<file path="config.mk">
export PLATFORM = sky130hd
export DESIGN_NAME = vga_sync_gen
export DESIGN_NICKNAME = d
export VERILOG_FILES = /design/src/rtl/vga_timing_pkg.sv /design/src/rtl/vga_pixel_tick.sv /design/src/rtl/vga_sync_gen.sv
export SDC_FILE = /design/constraint.sdc
export NUM_CORES = 1
export LEC_CHECK = 0
export BUFFER_PORTS_ARGS = -buffer_cell sky130_fd_sc_hd__buf_2
export CORE_UTILIZATION = 25
export CTS_CLUSTER_SIZE = 12
export DETAILED_ROUTE_END_ITERATION = 16
export SYNTH_ARGS = -nofsm -noshare
export SYNTH_HDL_FRONTEND = slang
export SYNTH_SLANG_ARGS = --single-unit
</file>
<file path="constraint.sdc">
create_clock -name clk -period 2.47 [get_ports clk]
set_input_delay 0.247 -clock clk [delete_from_list [all_inputs] [get_ports clk]]
set_output_delay 0.247 -clock clk [all_outputs]
set_load 0.02 [all_outputs]
</file>
<file path="src/rtl/vga_timing_pkg.sv">
// VGA 640x480@60 timing constants and helpers shared by the sync generator.
package vga_timing_pkg;

  localparam int unsigned COORD_W  = 10;

  localparam int unsigned H_DISP   = 640;
  localparam int unsigned H_FP     = 16;
  localparam int unsigned H_SYNC   = 96;
  localparam int unsigned H_BP     = 48;
  localparam int unsigned H_TOTAL  = H_DISP + H_FP + H_SYNC + H_BP;

  localparam int unsigned V_DISP   = 480;
  localparam int unsigned V_FP     = 10;
  localparam int unsigned V_SYNC   = 2;
  localparam int unsigned V_BP     = 33;
  localparam int unsigned V_TOTAL  = V_DISP + V_FP + V_SYNC + V_BP;

  // Sync pulse windows, start inclusive, end exclusive.
  localparam int unsigned HS_START = H_DISP + H_FP;
  localparam int unsigned HS_END   = H_DISP + H_FP + H_SYNC;
  localparam int unsigned VS_START = V_DISP + V_FP;
  localparam int unsigned VS_END   = V_DISP + V_FP + V_SYNC;

  // Width of a counter spanning 0..n-1, never narrower than one bit.
  function automatic int unsigned div_width(input int unsigned n);
    return (n > 1) ? $clog2(n) : 1;
  endfunction

endpackage

</file>
<file path="src/rtl/vga_pixel_tick.sv">
// Pixel-rate divider: counts system clocks and strobes once per pixel period.
// tick_c is the combinational strobe the counters use so they load on the
// same edge that raises the registered p_tick.
module vga_pixel_tick
  import vga_timing_pkg::*;
#(
  parameter int unsigned CLK_DIV = 4
) (
  input  logic clk,
  input  logic reset_n,
  output logic p_tick,
  output logic tick_c
);

  localparam int unsigned DIV_W = div_width(CLK_DIV);
  localparam logic [DIV_W-1:0] DIV_LAST = DIV_W'(CLK_DIV - 1);

  logic [DIV_W-1:0] div;
  logic [DIV_W-1:0] div_next;

  assign tick_c = (div == DIV_LAST);

  // Next divider value: wrap after the last clock of a pixel period.
  always_comb begin
    div_next = div + DIV_W'(1);
    if (tick_c) begin
      div_next = '0;
    end
  end

  // Divider and registered pixel strobe.
  always_ff @(posedge clk) begin
    if (!reset_n) begin
      div    <= '0;
      p_tick <= 1'b0;
    end else begin
      div    <= div_next;
      p_tick <= tick_c;
    end
  end

endmodule

</file>
<file path="src/rtl/vga_sync_gen.sv">
// VGA sync generator: pixel tick, H/V counters and a registered output stage
// (pixel_x/pixel_y/video_on/hsync/vsync) that lags the counters by one tick.
// Optional macro VGA_SYNC_FRAME_STROBE_EN adds a one-clock frame_start strobe
// on the edge where the outputs load pixel (0,0).
module vga_sync_gen
  import vga_timing_pkg::*;
#(
  parameter int unsigned CLK_DIV  = 4,
  parameter int unsigned H_DISP   = vga_timing_pkg::H_DISP,
  parameter int unsigned H_FP     = vga_timing_pkg::H_FP,
  parameter int unsigned H_SYNC   = vga_timing_pkg::H_SYNC,
  parameter int unsigned H_BP     = vga_timing_pkg::H_BP,
  parameter int unsigned V_DISP   = vga_timing_pkg::V_DISP,
  parameter int unsigned V_FP     = vga_timing_pkg::V_FP,
  parameter int unsigned V_SYNC   = vga_timing_pkg::V_SYNC,
  parameter int unsigned V_BP     = vga_timing_pkg::V_BP,
  parameter logic        SYNC_POL = 1'b0
) (
  input  logic               clk,
  input  logic               reset_n,
  output logic               p_tick,
  output logic               video_on,
  output logic               hsync,
  output logic               vsync,
  output logic [COORD_W-1:0] pixel_x,
  output logic [COORD_W-1:0] pixel_y
`ifdef VGA_SYNC_FRAME_STROBE_EN
  ,
  output logic               frame_start
`endif
);

  localparam int unsigned H_TOT = H_DISP + H_FP + H_SYNC + H_BP;
  localparam int unsigned V_TOT = V_DISP + V_FP + V_SYNC + V_BP;

  localparam logic [COORD_W-1:0] H_LAST    = COORD_W'(H_TOT - 1);
  localparam logic [COORD_W-1:0] V_LAST    = COORD_W'(V_TOT - 1);
  localparam logic [COORD_W-1:0] H_VIS     = COORD_W'(H_DISP);
  localparam logic [COORD_W-1:0] V_VIS     = COORD_W'(V_DISP);
  localparam logic [COORD_W-1:0] HS_BEGIN  = COORD_W'(H_DISP + H_FP);
  localparam logic [COORD_W-1:0] HS_FINISH = COORD_W'(H_DISP + H_FP + H_SYNC);
  localparam logic [COORD_W-1:0] VS_BEGIN  = COORD_W'(V_DISP + V_FP);
  localparam logic [COORD_W-1:0] VS_FINISH = COORD_W'(V_DISP + V_FP + V_SYNC);

  logic               tick_c;
  logic [COORD_W-1:0] h_cnt;
  logic [COORD_W-1:0] v_cnt;
  logic [COORD_W-1:0] h_next;
  logic [COORD_W-1:0] v_next;
  logic               video_on_c;
  logic               hs_active_c;
  logic               vs_active_c;

  vga_pixel_tick #(
    .CLK_DIV (CLK_DIV)
  ) u_pixel_tick (
    .clk     (clk),
    .reset_n (reset_n),
    .p_tick  (p_tick),
    .tick_c  (tick_c)
  );

  // Counter advance: h wraps at end of line, v steps only on h wrap.
  always_comb begin
    h_next = h_cnt;
    v_next = v_cnt;
    if (tick_c) begin
      if (h_cnt == H_LAST) begin
        h_next = '0;
        v_next = (v_cnt == V_LAST) ? '0 : v_cnt + COORD_W'(1);
      end else begin
        h_next = h_cnt + COORD_W'(1);
      end
    end
  end

  // Decode of the current (pre-increment) counter position.
  always_comb begin
    video_on_c  = (h_cnt < H_VIS) && (v_cnt < V_VIS);
    hs_active_c = (h_cnt >= HS_BEGIN) && (h_cnt < HS_FINISH);
    vs_active_c = (v_cnt >= VS_BEGIN) && (v_cnt < VS_FINISH);
  end

  // Position counters.
  always_ff @(posedge clk) begin
    if (!reset_n) begin
      h_cnt <= '0;
      v_cnt <= '0;
    end else begin
      h_cnt <= h_next;
      v_cnt <= v_next;
    end
  end

  // Output stage: all outputs load together on the pixel tick.
  always_ff @(posedge clk) begin
    if (!reset_n) begin
      pixel_x  <= '0;
      pixel_y  <= '0;
      video_on <= 1'b0;
      hsync    <= ~SYNC_POL;
      vsync    <= ~SYNC_POL;
    end else if (tick_c) begin
      pixel_x  <= h_cnt;
      pixel_y  <= v_cnt;
      video_on <= video_on_c;
      hsync    <= hs_active_c ? SYNC_POL : ~SYNC_POL;
      vsync    <= vs_active_c ? SYNC_POL : ~SYNC_POL;
    end
  end

`ifdef VGA_SYNC_FRAME_STROBE_EN
  // Frame strobe: one clock, on the edge that loads pixel (0,0).
  always_ff @(posedge clk) begin
    if (!reset_n) begin
      frame_start <= 1'b0;
    end else begin
      frame_start <= tick_c && (h_cnt == '0) && (v_cnt == '0);
    end
  end
`endif

endmodule

</file>
==> reports/results.tsv <==
metric	value	unit
outcome	complete, no violations	
areaGrowthSynthToFinish	15.15	%
synth_mux_area_share	10.02	%
yosys_most_used_dff	dfxtp_1	
synth_top_family_by_area	simple AND/OR/NAND/NOR gates	
cts.sinks	46	
rr_worst_depth	5	
grt_use_total	10.41	%
report.final.slew_viol_count	0	
finClkSkew	0.003599	ns
synth.most_common_cell	dfxtp_1	
fin_cells	334	
die_area	8354	sq um
drcViolationCount	0	
fin_setup_tns	0	ns
synthCells	207	
startpoint	h_cnt[0]$_SDFFE_PN0P_	
clk_pin_slew	0.08	ns
ios	26	
synthAdderAreaFrac	3.131	%
hold_path.class	input pin to register	
dp_hpwl	2769	microns
synth_top_area_share	46.09	%
seq_area_frac_synth	46.09	%
cts-resized-gates	0	
finalHoldViolCount	0	
reg2reg_from	h_cnt[0]$_SDFFE_PN0P_	
cap_violations	0	
slew_headroom	68.41	%
grt_pass1_wl	6948	microns
syn_nets	214	
postCtsSetupBuffers	0	
firstDrtPassIters	4	
final_antenna_net_count	0	
synth-simple-area-share	25.17	%
cp-end-kind	register	
min_period	2.051	ns
clk_latency	0.29	ns
hp-start	reset_n	
p_per_area	561.0	nW/um^2
synth_warnings	0	
grt_max_degree	34	
synth_commonest_cells	dfxtp_1 (46), mux2i_1 (20), nor2b_1 (20)	
via_count	1490	
clk_root_buffer_cell	clkbuf_8	
post-place-ws	0.4408	ns
h-tree-depth	2	
synth_edf_count	0	
worst_pin_slew	0.4695	ns
route.detailed.wl_per_inst	12.01	microns
ir_drop	0.0002567	V
numCtsBuffers	5	
crit_buf_inv	0	
vias_per_cell	4.461	
dp_cells	326	
setup_slack	0.4191	ns
dieHeight	91.40	microns
worst-path-stages	5	
synth_largest_area_cell	dfxtp_1	
cp_data_arrival_time	2.28	ns
start_util	25.86	%
cp_max_fo	5	
ys_ff_latch	46	
drive_gt1_share	16.81	%
die_w	91.40	microns
diodes	0	
cpMaxStageDelayCell	or4_1	
cpLargestDelayFamily	simple AND/OR/NAND/NOR gates	
synth_cell_type_count	39	
syn_area	1998	sq um
path_class	register to register	
critPathMaxStageDelay	0.63	ns
row_count	32	
cp_cell_sequence	ha_1 > nand3_1 > or4_1 > or3_1 > a21oi_1	
async_flop_share	0	%
numPortBuffers	25	
synthXorXnorAreaFrac	4.822	%
grt_antenna_before_repair	0	
finalCritPeriodShare	83.03	%
ys_top_cells_by_area	dfxtp_1 (46%), mux2i_1 (10%), nor2b_1 (6.3%), xnor2_1 (3.5%), ha_1 (3.1%)	
grt_pass1_vias	1467	
gp_congestion	0.7806	
cts_hold_buf	0	
finalSetupViolCount	0	
fp.coreArea	7727	sq um
rsz0062_at_grt	no	
drt-initial-drc-count	73	
syn_area_per_cell	9.653	sq um
postRouteWirelength	4011	microns
nets	238	
crit_required	2.70	ns
startpoint_type	register	
max_freq	0.4876	GHz
hold_depth	2	
overflow	0	
p_leak	0.7828	nW
cts_tree	built	
synth_compound_area_share	6.637	%
nFillCells	824	
ctsLongestPathBuffers	2	
==> worst register-to-register path, delay by kind of cell (launching register included) <==
kind	cells	cell delay, ns
adders and majority gates	1	0.24
DFF	1	0.42
AOI/OAI and AO/OA	1	0.14
and+or+nand+nor	3	1.19
==> layout make-up <==
cell class              instances  area [sq um]  area share, %
clock buffers                   7         86.33          3.752
clock inverters                 1         5.005         0.2175
inverters                       7         26.28          1.142
multi-input cells             144         994.7          43.23
flip-flops and latches         46         920.9          40.02
well taps                     102         127.6          5.546
repair buffers                 27         140.1          6.090
==> report_power, final <==
part | switching [mW] | internal [mW]
Clock | 0.246 | 0.226
Combinational | 0.0364 | 0.0278
Sequential | 0.00484 | 0.750
==> per-stage QoR <==
stage | hold slack (ns) | util, % | power, mW | instance area [sq um]
after floorplan | 0.4027 | - | 0.8222 | 1998
after global placement | 0.4143 | 28.59 | 0.8367 | 2210
after detailed placement | 0.4208 | 28.59 | 0.8372 | 2210
after CTS | 0.3652 | 29.78 | 1.307 | 2301
after global routing | 0.4259 | 29.78 | 1.351 | 2301
final | 0.3505 | 29.78 | 1.291 | 2301
==> kinds of logic (layout without fill, tap and decap cells) <==
logic type	count (synthesis)	count (layout)
simple gates	86	86
flops	46	46
compound gates	22	22
mux	20	20
buf+inv	17	42
xor+xnor	11	11
fa+ha+maj	5	5
==> final timing paths <==
kind / endpoint / slack (ns)
setup / recovery: v_cnt[6]$_SDFFE_PN0P_ / 0.42
hold / removal: hsync$_SDFFE_PN1P_ / 0.35
setup reg to reg: v_cnt[6]$_SDFFE_PN0P_ / 0.42
hold reg to reg: u_pixel_tick.div[0]$_SDFF_PP0_ / 0.44
==> registers in the layout (all words and copies together), names as in the netlist <==
name,cells
vsync,1
u_pixel_tick.div,2
u_pixel_tick.p_tick,1
hsync,1
pixel_y,10
v_cnt,10
video_on,1
h_cnt,10
pixel_x,10
==> cell usage in the layout, fill, tap and decap left out, types with 2 or more instances in the layout <==
master	count
nand2_1	11
nor2_1	10
mux2i_1	20
xnor2_1	8
or3_1	6
buf_4	2
nor4_1	2
ha_1	5
o21ai_0	9
buf_2	25
nand4b_1	2
nand3_1	7
nand4_1	6
nand2b_1	3
a21boi_0	4
xor2_1	3
and2_1	3
inv_1	7
a21oi_1	5
nor2b_1	20
or4_1	2
nor3_1	4
dfxtp_1	46
clkbuf_8	6
==> per-layer routing <==
layer	track usage, %	vias up	wire [microns]
met5	0	-	0
met4	3.704	0	53
met3	2.931	6	131
met2	16.10	26	1844
met1	13.74	702	1983
li1	-	756	-
(Power assumes the default switching activity.)
